[src/rtl/dmem_pkg.sv]
// Shared types and default sizes for the data-memory arbiter.
package dmem_pkg;

    localparam int unsigned DEF_NUM_CORES = 4;
    localparam int unsigned DEF_ADDR_W    = 16;
    localparam int unsigned DEF_DATA_W    = 16;
    localparam int unsigned CNT_W         = 16;

    typedef enum logic [1:0] {
        ST_IDLE   = 2'd0,
        ST_ACCESS = 2'd1,
        ST_ACK    = 2'd2
    } state_e;

    // Index width for a core count; never narrower than one bit.
    function automatic int unsigned idx_width(input int unsigned n);
        return (n < 2) ? 1 : $clog2(n);
    endfunction

endpackage

[src/rtl/dmem_arbiter_rr_picker.sv]
// Combinational round-robin priority encoder: first requester at or after ptr wins.
module rr_picker
    import dmem_pkg::*;
#(
    parameter int unsigned NUM_CORES = DEF_NUM_CORES,
    parameter int unsigned IDX_W     = idx_width(NUM_CORES)
) (
    input  logic [NUM_CORES-1:0] req,
    input  logic [IDX_W-1:0]     ptr,
    output logic [NUM_CORES-1:0] grant_c,
    output logic [IDX_W-1:0]     index_c,
    output logic                 valid_c
);

    int unsigned      slot;
    logic [IDX_W-1:0] pos;

    always_comb begin
        grant_c = '0;
        index_c = '0;
        valid_c = 1'b0;
        slot    = 0;
        pos     = '0;
        for (int unsigned i = 0; i < NUM_CORES; i++) begin
            slot = 32'(ptr) + i;
            if (slot >= NUM_CORES) begin
                slot = slot - NUM_CORES;
            end
            pos = IDX_W'(slot);
            if (!valid_c && req[pos]) begin
                valid_c      = 1'b1;
                grant_c[pos] = 1'b1;
                index_c      = pos;
            end
        end
    end

endmodule

[src/rtl/dmem_arbiter.sv]
// Round-robin arbiter giving several cores shared access to one data memory.
// Each access walks IDLE -> ACCESS -> ACK; all outputs are registered.
module dmem_arbiter
    import dmem_pkg::*;
#(
    parameter int unsigned NUM_CORES = DEF_NUM_CORES,
    parameter int unsigned ADDR_W    = DEF_ADDR_W,
    parameter int unsigned DATA_W    = DEF_DATA_W
) (
    input  logic                          clk,
    input  logic                          RESET,
    input  logic [NUM_CORES-1:0]          core_rd,
    input  logic [NUM_CORES-1:0]          core_wr,
    input  logic [NUM_CORES*ADDR_W-1:0]   core_addr,
    input  logic [NUM_CORES*DATA_W-1:0]   core_wdata,
    output logic [NUM_CORES-1:0]          core_ack,
    output logic [DATA_W-1:0]             core_rdata,
    output logic                          mem_read,
    output logic                          mem_write,
    output logic [ADDR_W-1:0]             mem_addr,
    output logic [DATA_W-1:0]             mem_wdata,
    input  logic [DATA_W-1:0]             mem_rdata,
    output logic                          busy,
    output logic                          err_both,
    output logic [CNT_W-1:0]              access_count
);

    localparam int unsigned IDX_W = idx_width(NUM_CORES);
    localparam logic [CNT_W-1:0] CNT_MAX = '1;

    state_e                 state, state_next;
    logic [IDX_W-1:0]       rr_ptr, rr_ptr_next;
    logic [IDX_W-1:0]       win_idx, win_idx_next;
    logic [NUM_CORES-1:0]   ack_next;
    logic [DATA_W-1:0]      rdata_next;
    logic                   rd_next, wr_next;
    logic [ADDR_W-1:0]      addr_next;
    logic [DATA_W-1:0]      wdata_next;
    logic                   busy_next, err_next;
    logic [CNT_W-1:0]       count_next;

    logic [NUM_CORES-1:0]   req;
    logic [NUM_CORES-1:0]   grant;
    logic [IDX_W-1:0]       pick_idx;
    logic                   pick_valid;
    logic                   pick_wr;
    logic                   pick_both;
    logic [ADDR_W-1:0]      addr_arr  [NUM_CORES];
    logic [DATA_W-1:0]      wdata_arr [NUM_CORES];

    // Unpack the flat per-core address and data buses.
    always_comb begin
        for (int unsigned k = 0; k < NUM_CORES; k++) begin
            addr_arr[k]  = core_addr[k*ADDR_W +: ADDR_W];
            wdata_arr[k] = core_wdata[k*DATA_W +: DATA_W];
        end
    end

    assign req = core_rd | core_wr;

    rr_picker #(
        .NUM_CORES (NUM_CORES),
        .IDX_W     (IDX_W)
    ) u_picker (
        .req     (req),
        .ptr     (rr_ptr),
        .grant_c (grant),
        .index_c (pick_idx),
        .valid_c (pick_valid)
    );

    // A core raising both rd and wr is served as a write.
    assign pick_wr   = |(grant & core_wr);
    assign pick_both = |(grant & core_rd & core_wr);

    // Next-state and next-output logic; strobes and ack default low every cycle.
    always_comb begin
        state_next  = state;
        rr_ptr_next = rr_ptr;
        win_idx_next = win_idx;
        ack_next    = '0;
        rdata_next  = core_rdata;
        rd_next     = 1'b0;
        wr_next     = 1'b0;
        addr_next   = '0;
        wdata_next  = '0;
        busy_next   = busy;
        err_next    = err_both;
        count_next  = access_count;

        unique case (state)
            ST_IDLE: begin
                if (pick_valid) begin
                    state_next   = ST_ACCESS;
                    win_idx_next = pick_idx;
                    rr_ptr_next  = (pick_idx == IDX_W'(NUM_CORES - 1)) ? '0
                                                                        : pick_idx + IDX_W'(1);
                    rd_next      = ~pick_wr;
                    wr_next      = pick_wr;
                    addr_next    = addr_arr[pick_idx];
                    wdata_next   = pick_wr ? wdata_arr[pick_idx] : '0;
                    busy_next    = 1'b1;
                    if (pick_both) begin
                        err_next = 1'b1;
                    end
                end
            end
            ST_ACCESS: begin
                state_next        = ST_ACK;
                ack_next[win_idx] = 1'b1;
                if (!mem_write) begin
                    rdata_next = mem_rdata;
                end
            end
            ST_ACK: begin
                state_next = ST_IDLE;
                busy_next  = 1'b0;
                if (access_count != CNT_MAX) begin
                    count_next = access_count + CNT_W'(1);
                end
            end
            default: begin
                state_next = ST_IDLE;
                busy_next  = 1'b0;
            end
        endcase
    end

    // Reset cuts any in-flight strobe immediately and drops the pending ack.
    always_ff @(posedge clk or posedge RESET) begin
        if (RESET) begin
            state        <= ST_IDLE;
            rr_ptr       <= '0;
            win_idx      <= '0;
            core_ack     <= '0;
            core_rdata   <= '0;
            mem_read     <= 1'b0;
            mem_write    <= 1'b0;
            mem_addr     <= '0;
            mem_wdata    <= '0;
            busy         <= 1'b0;
            err_both     <= 1'b0;
            access_count <= '0;
        end else begin
            state        <= state_next;
            rr_ptr       <= rr_ptr_next;
            win_idx      <= win_idx_next;
            core_ack     <= ack_next;
            core_rdata   <= rdata_next;
            mem_read     <= rd_next;
            mem_write    <= wr_next;
            mem_addr     <= addr_next;
            mem_wdata    <= wdata_next;
            busy         <= busy_next;
            err_both     <= err_next;
            access_count <= count_next;
        end
    end

endmodule

[config.mk]
export PLATFORM = sky130hd
export DESIGN_NAME = dmem_arbiter
export DESIGN_NICKNAME = d
export VERILOG_FILES = /design/src/rtl/dmem_pkg.sv /design/src/rtl/dmem_arbiter_rr_picker.sv /design/src/rtl/dmem_arbiter.sv
export SDC_FILE = /design/constraint.sdc
export NUM_CORES = 1
export LEC_CHECK = 0
export ABC_CLOCK_PERIOD_IN_PS = 8000
export CORE_UTILIZATION = 43
export CTS_CLUSTER_DIAMETER = 50
export DETAILED_ROUTE_END_ITERATION = 10
export PLACE_DENSITY = 0.92
export SYNTH_ARGS = -nofsm -noshare
export SYNTH_HDL_FRONTEND = slang
export SYNTH_SLANG_ARGS = --single-unit
[constraint.sdc]
create_clock -name clk -period 8 [get_ports clk]
set_clock_uncertainty 0.2 [all_clocks]
set_input_delay 2.4 -clock clk [delete_from_list [all_inputs] [get_ports clk]]
set_output_delay 2.4 -clock clk [all_outputs]
set_load 0.01 [all_outputs]
==> results of run 1 <==
-- Yosys cell counts (all sizes together), types with 3 or more instances --
| cell type | n | area, sq um |
|---|---|---|
| xor2 | 6 | 52.6 |
| nor4 | 5 | 31.3 |
| xnor2 | 10 | 87.6 |
| mux2 | 19 | 214 |
| clkbuf | 9 | 53.8 |
| ha | 9 | 113 |
| a211oi | 32 | 240 |
| nor2b | 16 | 100 |
| and3 | 22 | 138 |
| or2 | 4 | 25.0 |
| mux2i | 48 | 480 |
| a22o | 5 | 48.8 |
| inv | 10 | 37.5 |
| o21ai | 6 | 30.0 |
| nand2b | 3 | 18.8 |
| nor2 | 16 | 67.6 |
| nand3 | 7 | 35.0 |
| nand2 | 48 | 180 |
| dfrtp | 78 | 1950 |
| buf | 13 | 96.3 |
| nor3 | 5 | 25.0 |
| and2 | 3 | 18.8 |
| nand4 | 3 | 18.8 |
-- area by class of cell --
cell class                 count  area [sq um]  share of cell area [%]
timing repair buffer         226          2260                    33.2
clock buffer                  11           151                    2.22
multi-input combinational    295          2220                    32.6
inverter                      10          38.8                   0.570
clock inverter                 3          21.3                   0.312
tap                          133           166                    2.44
sequential                    78          1950                    28.7
-- critical path: cells and delay by family --
kind	cells	cell delay (ns)
mux	1	0.61
simple gates	3	0.69
compound gates	3	1.40
buf+inv	1	0.44
-- cell usage in the layout (no fill, tap or decap), types with 2 or more instances in the layout --
cell type	n
clkdlybuf4s50_1	225
dfrtp_1	78
nand2_1	48
mux2i_1	48
a211oi_1	32
and3_1	22
mux2_2	19
nor2b_1	16
nor2_1	15
clkbuf_8	11
xnor2_1	10
inv_1	9
ha_1	9
nand3_1	7
xor2_1	6
nor4_1	5
nor3_1	4
o21ai_1	4
a22o_2	4
nand4_1	3
nand2b_1	3
or2_1	3
a21oi_1	2
mux4_2	2
and2_1	2
a222oi_1	2
o21ai_0	2
clkinv_2	2
-- cells by family after synthesis --
| logic type | count (synthesis) |
|---|---|
| muxes | 69 |
| and+or+nand+nor | 136 |
| adders and majority gates | 9 |
| xor gates and xnor gates | 16 |
| DFF | 78 |
| buffers and inverters | 33 |
| AOI/OAI and AO/OA | 65 |
-- per-stage QoR --
stage / cells / instance area [sq um] / hold slack (ns) / setup slack (ns)
3_3_place_gp: 742 / 6640 / 0.246 / 2.23
2_1_floorplan: 406 / 4350 / 0.252 / 3.23
4_1_cts: 756 / 6810 / 0.280 / 2.46
3_5_place_dp: 742 / 6640 / 0.260 / 2.08
5_1_grt: 756 / 6810 / 0.303 / 2.22
6_report: 756 / 6810 / 0.277 / 2.39
-- routing by layer --
layer  part of all wire [%]  global-route usage [%]
met5                      0                       0
met1                     37                    26.8
met3                    8.4                    6.24
met2                     52                    44.9
met4                    2.5                    11.2
-- registers in the layout, summed over array words and instances (netlist names) --
name          flops
state             2
core_rdata       16
mem_wdata        16
mem_read          1
err_both          1
rr_ptr            2
mem_write         1
access_count     16
core_ack          4
win_idx           2
busy              1
mem_addr         16
-- power by group --
| part | switching, W | leakage, nW | internal (W) |
|---|---|---|---|
| Clock | 0.000145 | 0.0873 | 0.000126 |
| Combinational | 0.000660 | 1.87 | 0.000669 |
| Sequential | 0.0000932 | 1.00 | 0.000551 |
-- final timing paths --
path | end | slack (ns) | cells after the start
max | mem_addr[7]$_DFF_PP0_ | 2.39 | 8
min | err_both$_DFFE_PP0P_ | 0.28 | 1
max reg2reg | mem_addr[7]$_DFF_PP0_ | 4.00 | 8
min reg2reg | err_both$_DFFE_PP0P_ | 0.28 | 1
max in group asynchronous | access_count[13]$_DFFE_PP0P_ | 4.49 | 3
min in group asynchronous | core_rdata[15]$_DFFE_PP0P_ | 2.49 | 3
==> impl_metrics.env, run 1 <==
export IMPL_numPortBuffers=225
export IMPL_crit_top_cell="a211oi_1"
export IMPL_p_leak_nw=2.95
export IMPL_place_congestion=0.864
export IMPL_finalPower_w=0.00224
export IMPL_fillers=735
export IMPL_worstHoldStart="err_both$_DFFE_PP0P_"
export IMPL_drcViolationCount=0
export IMPL_worstPathRequired_ns=7.99
export IMPL_setup_tns_ns=0
export IMPL_hold_violations=0
export IMPL_grt_pass1_wl_um=19400
export IMPL_dieArea_sq_um=10500
export IMPL_die_width_um=103
export IMPL_synth_xor_area_share_pct=3.22
export IMPL_drt_vias_per_instance=5.34
export IMPL_cts_path_max_buffers=2
export IMPL_synth_nets=569
export IMPL_io_pins=226
export IMPL_grt_use_total_pct=24.6
export IMPL_vdd_drop_max_v=0.000318
export IMPL_postCtsSetupBuffers=0
export IMPL_tightest_slew_ns=1.34
export IMPL_insertion_delay_ns=0.36
export IMPL_hold_class="reg -> reg"
export IMPL_postCtsHoldBufs=0
export IMPL_n_antenna_cell=0
export IMPL_cts_tree="done"
export IMPL_drive_above_1_share_pct=8.03
export IMPL_crit_arrival_ns=5.60
export IMPL_status="finished, final reports clean"
export IMPL_overflow=0
export IMPL_synth_distinct_cells=57
export IMPL_finalNetCount=783
export IMPL_drt_pre_antenna_iters=4
export IMPL_worst_path_max_delay_cell="o32a_4"
export IMPL_synthFlopType="dfrtp_1"
export IMPL_synth_compound_area_share_pct=12.0
export IMPL_synth_seq_cells=78
export IMPL_routedWlPerCell_um=17.6
export IMPL_min_period_over_period_pct=70.2
export IMPL_crit_path_start="core_rd[0]"
export IMPL_yosysSeqAreaShare_pct=44.8
export IMPL_core_region_area_sq_um=9770
export IMPL_drt_iter0_markers=186
export IMPL_area_delta_synth_final_pct=56.4
export IMPL_num_rows=36
export IMPL_utilization_pct=69.7
export IMPL_grt_max_degree=84
export IMPL_yosys_area_share_simple_pct=15.8
export IMPL_routed_wl_um=13300
export IMPL_crit_chain="clkdlybuf4s50_1, or2_0, mux4_2, nor2_4, o32a_4, nor2b_1, a211oi_1, a211oi_1"
export IMPL_cts_sinks=78
export IMPL_fmax_mhz=178
export IMPL_clock_tree_root_cell="clkbuf_8"
export IMPL_syn_area_sq_um=4350
export IMPL_ys_warn_count=0
export IMPL_synth_edf_count=0
export IMPL_finalSetupViolCount=0
export IMPL_drv_slew=0
export IMPL_path_clk_slew_ns=0.09
export IMPL_vias=4038
export IMPL_yosys_mux_area_fraction_pct=17.0
export IMPL_worstSetupPathType="in -> reg"
export IMPL_postRouteAntennaNets=0
export IMPL_antenna_found_initial=0
export IMPL_dp_hpwl_um=10100
export IMPL_syn_inst=406
export IMPL_max_cap_viol_count=0
export IMPL_cts_resized=0
export IMPL_synth_fa_ha_area_share_pct=2.59
export IMPL_synth_avg_cell_area_sq_um=10.7
export IMPL_cp_start_kind="input port"
export IMPL_endpoint_kind="flip-flop"
export IMPL_crit_fanout=83
export IMPL_htree_num_levels=3
export IMPL_rr_startpoint="rr_ptr[0]$_DFFE_PP0P_"
export IMPL_die_h_um=103
export IMPL_min_period_ns=5.61
export IMPL_powerDensity_nw_per_um2=330
export IMPL_synth_top_family_by_area="multiplexers"
export IMPL_rsz0062_at_grt="false"
export IMPL_initial_core_util_pct=44.5
export IMPL_critPathMaxStageDelay_ns=0.93
export IMPL_grt_pass1_vias=3944
export IMPL_synthArstFlopShare_pct=100
export IMPL_slew_headroom_pct=10.6
export IMPL_cts_buffers=9
(Power assumes the default switching activity.)
==> run 2: changes to the inputs <==
Settings changed: ABC_CLOCK_PERIOD_IN_PS 8000 to 4900, CORE_UTILIZATION 43 to 36, PLACE_DENSITY 0.92 to 0.83.
Clock period 8 ns to 4.9 ns, I/O delays scaled along.
==> impl_metrics.env, run 2 (same netlist as run 1, synthesis figures left out) <==
export IMPL_min_period_ns=4.46
export IMPL_vdd_drop_max_v=0.000319
export IMPL_min_period_over_period_pct=91.1
export IMPL_cts_resized=0
export IMPL_utilization_pct=60.3
export IMPL_multi_input_area_sq_um=2220
export IMPL_clock_tree_root_cell="clkbuf_16"
export IMPL_cts_buffers=9
export IMPL_fmax_mhz=224
export IMPL_worst_path_max_delay_cell="clkdlybuf4s50_1"
export IMPL_htree_num_levels=3
export IMPL_critPathMaxStageDelay_ns=0.52
export IMPL_postRouteAntennaNets=0
export IMPL_crit_fanout=17
export IMPL_drt_vias_per_instance=5.16
export IMPL_power_frac_seq_pct=27.3
export IMPL_swShare_pct=38.6
export IMPL_path_clk_slew_ns=0.07
export IMPL_insertion_delay_ns=0.33
export IMPL_antenna_found_initial=0
export IMPL_worst_hold_slack_ns=0.291
export IMPL_stdcell_count=776
export IMPL_rr_worst_depth=9
export IMPL_drv_slew=0
export IMPL_die_width_um=112
export IMPL_grt_use_total_pct=20.8
export IMPL_cts_tree="done"
export IMPL_max_cap_viol_count=0
export IMPL_drt_iter0_markers=228
export IMPL_most_common_layout_cells="clkdlybuf4s50_1 (225), dfrtp_1 (78), nand2_1 (48), mux2i_1 (48), a211oi_1 (32)"
export IMPL_vias=4004
export IMPL_placed_cells=760
export IMPL_area_sequential_sq_um=1950
export IMPL_io_pins=226
export IMPL_slew_headroom_pct=40.5
export IMPL_cp_start_kind="input port"
export IMPL_dieArea_sq_um=12500
export IMPL_cts_sinks=78
export IMPL_drive_above_1_share_pct=9.48
export IMPL_numPortBuffers=225
export IMPL_hold_violations=0
export IMPL_initial_core_util_pct=37.5
export IMPL_combPwrFrac_pct=56.6
export IMPL_grt_max_degree=50
export IMPL_routed_wl_um=13000
export IMPL_area_delta_synth_final_pct=60.8
export IMPL_n_antenna_cell=0
export IMPL_place_congestion=0.891
export IMPL_grt_pass1_vias=4104
export IMPL_finalNetCount=791
export IMPL_setup_tns_ns=0
export IMPL_rsz0062_at_grt="false"
export IMPL_drcViolationCount=13
export IMPL_postCtsSetupBuffers=0
export IMPL_core_region_area_sq_um=11600
export IMPL_violations="DRC"
export IMPL_powerDensity_nw_per_um2=555
export IMPL_status="complete, but fails checks"
export IMPL_critical_path_buf_inv_count=1
export IMPL_cp_depth=8
export IMPL_worstPathRequired_ns=4.91
export IMPL_p_switching_w=0.00150
export IMPL_p_leak_nw=3.05
export IMPL_finalPower_w=0.00389
export IMPL_finalSetupViolCount=0
export IMPL_cts_path_max_buffers=2
export IMPL_holdPathStages=1
export IMPL_pwr_share_clk_pct=16.0
export IMPL_drt_pre_antenna_iters=8
export IMPL_dp_hpwl_um=10100
export IMPL_num_rows=39
export IMPL_endpoint_kind="flip-flop"
export IMPL_grt_pass1_wl_um=20400
export IMPL_cp_top_family="compound AO/OA/AOI/OAI gates"
export IMPL_postCtsHoldBufs=0
export IMPL_final_common_cell="clkdlybuf4s50_1"
export IMPL_die_h_um=112
export IMPL_fillers=988
export IMPL_tightest_slew_ns=0.879
export IMPL_crit_arrival_ns=4.47
export IMPL_routedWlPerCell_um=16.7
export IMPL_crit_chain="clkdlybuf4s50_1, nor2_1, mux2_2, o31a_2, a221o_1, o21ai_1, a41oi_2, and3_1"
export IMPL_worstSetupPathType="in -> reg"
export IMPL_overflow=0
export IMPL_p_int_w=0.00239
export IMPL_hold_class="reg -> reg"
-- run 2: cell count changes in the layout (fill, tap and decap cells not counted) --
cell | before | now
buf_4 | 1 | 8
buf_12 | 0 | 1
inv_6 | 0 | 3
clkbuf_16 | 0 | 9
clkinv_4 | 1 | 2
clkbuf_8 | 11 | 0
-- run 2: final timing paths --
path	startpoint	end	slack [ns]
max	core_wr[3]	mem_wdata[8]$_DFF_PP0_	0.44
min	err_both$_DFFE_PP0P_	err_both$_DFFE_PP0P_	0.29
max reg2reg	rr_ptr[0]$_DFFE_PP0P_	mem_wdata[8]$_DFF_PP0_	1.02
min reg2reg	err_both$_DFFE_PP0P_	err_both$_DFFE_PP0P_	0.29
max in group asynchronous	RESET	mem_wdata[8]$_DFF_PP0_	2.22
min in group asynchronous	RESET	core_rdata[7]$_DFFE_PP0P_	1.38
-- run 2: final cells by class --
class                   count  area share (%)
multi-input cells         295            31.7
clock buffers               9            3.22
flip-flops and latches     78            27.9
well taps                 143            2.55
clock inverters             7           0.804
repair buffers            234            33.3
inverters                  10           0.554
-- run 2: routing by layer --
| metal | wire length (um) | up-vias | GRT usage [%] |
|---|---|---|---|
| met1 | 5110 | 1889 | 23.6 |
| met3 | 913 | 24 | 5.28 |
| met2 | 6670 | 175 | 37.7 |
| li1 | - | 1916 | - |
| met4 | 296 | 0 | 7.82 |
| met5 | 0 | - | 0 |
-- run 2: per-stage QoR --
stage,worst slack [ns],area [sq um]
after global placement,0.245,6720
after detailed placement,0.168,6720
final,0.437,7000
after floorplan,1.06,4350
after global routing,0.254,7000
after CTS,0.507,7000
-- run 2: power groups by stage --
| stage | Combinational, W | Clock, W | Sequential, W |
|---|---|---|---|
| after floorplan | 0.00128 | 0 | 0.00115 |
| after global placement | 0.00219 | 0 | 0.00107 |
| after detailed placement | 0.00221 | 0 | 0.00108 |
| after CTS | 0.00222 | 0.000638 | 0.00107 |
| after global routing | 0.00239 | 0.000669 | 0.00110 |
| final | 0.00220 | 0.000623 | 0.00106 |
==> run 3: changes to the inputs <==
Settings changed: PLACE_DENSITY 0.83 to 0.84, SYNTH_HIERARCHICAL set to 1.
==> impl_metrics.env, run 3 <==
export IMPL_drt_vias_per_instance=5.13
export IMPL_synth_distinct_cells=40
export IMPL_synth_compound_area_share_pct=3.72
export IMPL_finalNetCount=701
export IMPL_num_rows=38
export IMPL_synth_nets=473
export IMPL_yosysMostFrequentCell="dfrtp_1"
export IMPL_setup_tns_ns=0
export IMPL_n_antenna_cell=0
export IMPL_worstSetupPathType="in -> reg"
export IMPL_hold_class="reg -> reg"
export IMPL_min_period_ns=4.47
export IMPL_power_frac_seq_pct=25.6
export IMPL_syn_inst=312
export IMPL_p_switching_w=0.00139
export IMPL_synth_common_cells="dfrtp_1 (78), and3_1 (34), mux4_2 (34), nand2_1 (20), mux2_2 (18)"
export IMPL_yosys_top_cells_area="dfrtp_1 (47%), mux4_2 (18%), and3_1 (5.1%)"
export IMPL_numPortBuffers=225
export IMPL_drt_iter0_markers=176
export IMPL_drt_pre_antenna_iters=4
export IMPL_place_congestion=0.790
export IMPL_synthFlopType="dfrtp_1"
export IMPL_final_common_cell="clkdlybuf4s50_1"
export IMPL_grt_max_degree=79
export IMPL_die_h_um=109
export IMPL_worstHoldStart="core_rdata[10]$_DFFE_PP0P_"
export IMPL_cts_resized=0
export IMPL_postCtsHoldBufs=0
export IMPL_area_sequential_sq_um=1950
export IMPL_io_pins=226
export IMPL_yosys_area_share_simple_pct=15.8
export IMPL_vias=3512
export IMPL_cts_path_max_buffers=2
export IMPL_clock_tree_root_cell="clkbuf_16"
export IMPL_grt_pass1_wl_um=18800
export IMPL_grt_use_total_pct=20.9
export IMPL_hold_violations=0
export IMPL_fillers=844
export IMPL_antenna_found_initial=0
export IMPL_layout_setup_ws_ns=0.426
export IMPL_core_region_area_sq_um=11000
export IMPL_crit_fanout=16
export IMPL_drcViolationCount=0
export IMPL_combPwrFrac_pct=56.0
export IMPL_grt_pass1_vias=3730
export IMPL_tightest_slew_ns=1.31
export IMPL_yosysSeqAreaShare_pct=47.1
export IMPL_slew_headroom_pct=12.5
export IMPL_yosysTopAreaCellShare_pct=47.1
export IMPL_powerDensity_nw_per_um2=593
export IMPL_fmax_mhz=224
export IMPL_htree_num_levels=3
export IMPL_status="finished, final reports clean"
export IMPL_area_delta_synth_final_pct=68.5
export IMPL_die_width_um=109
export IMPL_postRouteAntennaNets=0
export IMPL_endpoint_kind="flip-flop"
export IMPL_synth_fa_ha_area_share_pct=2.12
export IMPL_dp_hpwl_um=9500
export IMPL_drv_slew=0
export IMPL_initial_core_util_pct=37.5
export IMPL_most_common_layout_cells="clkdlybuf4s50_1 (225), dfrtp_1 (78), mux4_2 (34), and3_1 (34), nand2_1 (20)"
export IMPL_cp_start_kind="input port"
export IMPL_synth_xor_area_share_pct=2.96
export IMPL_postLayoutCellArea_sq_um=6980
export IMPL_drive_above_1_share_pct=16.7
export IMPL_yosys_mux_area_fraction_pct=25.5
export IMPL_dieArea_sq_um=11900
export IMPL_synthArstFlopShare_pct=100
export IMPL_vdd_drop_max_v=0.000378
export IMPL_synth_seq_cells=78
export IMPL_overflow=0
export IMPL_rsz0062_at_grt="false"
export IMPL_rr_startpoint="rr_ptr[0]$_DFFE_PP0P_"
export IMPL_min_period_over_period_pct=91.3
export IMPL_utilization_pct=63.2
export IMPL_finalSetupViolCount=0
export IMPL_yosysTopAreaCell="dfrtp_1"
export IMPL_routed_wl_um=12400
export IMPL_crit_path_start="core_wr[3]"
export IMPL_ys_warn_count=6
export IMPL_synth_top_family_by_area="multiplexers"
export IMPL_worstPathRequired_ns=4.92
export IMPL_cts_buffers=9
export IMPL_cts_sinks=78
export IMPL_swShare_pct=33.5
export IMPL_pwr_share_clk_pct=18.5
export IMPL_path_clk_slew_ns=0.06
export IMPL_routedWlPerCell_um=18.1
export IMPL_synth_avg_cell_area_sq_um=13.3
export IMPL_multi_input_area_sq_um=2090
export IMPL_synth_edf_count=0
export IMPL_place_area_sq_um=6630
export IMPL_insertion_delay_ns=0.33
export IMPL_postCtsSetupBuffers=0
export IMPL_crit_arrival_ns=4.49
export IMPL_p_leak_nw=3.02
export IMPL_cts_tree="done"
export IMPL_p_int_w=0.00275
export IMPL_syn_area_sq_um=4140
export IMPL_max_cap_viol_count=0
export IMPL_dp_slack_ns=0.0532
-- run 3: changes by cell type after synthesis, sizes merged, moves of 4 or more --
cell / delta
mux2i: -46
mux4: +34
a211oi: -32
nand2: -28
nor2b: -14
and3: +13
a22oi: +10
xnor2: -10
xor2: +8
nor2: -7
a22o: -5
buf: -5
nor3: +4
-- run 3: metrics by stage --
step                total power [W]  instances  hold WS (ns)
floorplan                   0.00241        312         0.248
global placement            0.00332        669         0.272
detailed placement          0.00340        669         0.282
CTS                         0.00418        684         0.308
global route                0.00439        684         0.323
finish                      0.00414        684         0.306
-- run 3: per-layer routing --
| metal | vias to the layer above | routed length (um) | global-route usage, % |
|---|---|---|---|
| met2 | 108 | 6690 | 36.8 |
| met1 | 1738 | 4880 | 25.4 |
| met4 | 0 | 257 | 8.38 |
| met3 | 25 | 546 | 3.59 |
| li1 | 1641 | - | - |
| met5 | - | 0 | 0 |
-- run 3: power groups by stage --
stage / registers (W) / logic (W) / clock network (W)
2_1_floorplan: 0.00114 / 0.00127 / 0
3_5_place_dp: 0.00107 / 0.00233 / 0
6_report: 0.00106 / 0.00232 / 0.000764
4_1_cts: 0.00106 / 0.00234 / 0.000782
3_3_place_gp: 0.00106 / 0.00226 / 0
5_1_grt: 0.00109 / 0.00250 / 0.000801
-- run 3: logic make-up (layout without fill, tap and decap cells) --
logic type / after synthesis / after routing
DFF: 78 / 78
AOI/OAI and AO/OA: 22 / 22
buffers and inverters: 25 / 257
muxes: 57 / 57
adders and majority gates: 7 / 7
and+or+nand+nor: 109 / 109
xor gates and xnor gates: 14 / 14
-- run 3: cell type report --
class                   instances  share of cell area, %
flip-flops and latches         78                   28.0
multi-input cells             209                   29.9
clock buffers                  10                   3.43
repair buffers                234                   34.2
well taps                     140                   2.51
clock inverters                 5                   1.54
inverters                       8                  0.448
-- run 3: worst max-delay path, cell delays in order --
cell	delay, ns
clkdlybuf4s50_1	0.45
or2_2	0.36
mux4_1	0.55
nor2b_1	0.13
nor2_1	0.07
o31ai_4	0.48
buf_12	0.25
mux4_2	0.53
and3_1	0.20
-- run 3: worst paths after layout --
path	cells past startpoint	to	slack (ns)
setup / recovery	9	mem_wdata[13]$_DFF_PP0_	0.43
hold / removal	1	core_rdata[10]$_DFFE_PP0P_	0.31
setup reg to reg	10	mem_addr[15]$_DFF_PP0_	1.31
hold reg to reg	1	core_rdata[10]$_DFFE_PP0P_	0.31
max in group asynchronous	3	mem_addr[9]$_DFF_PP0_	2.84
min in group asynchronous	3	access_count[1]$_DFFE_PP0P_	1.36
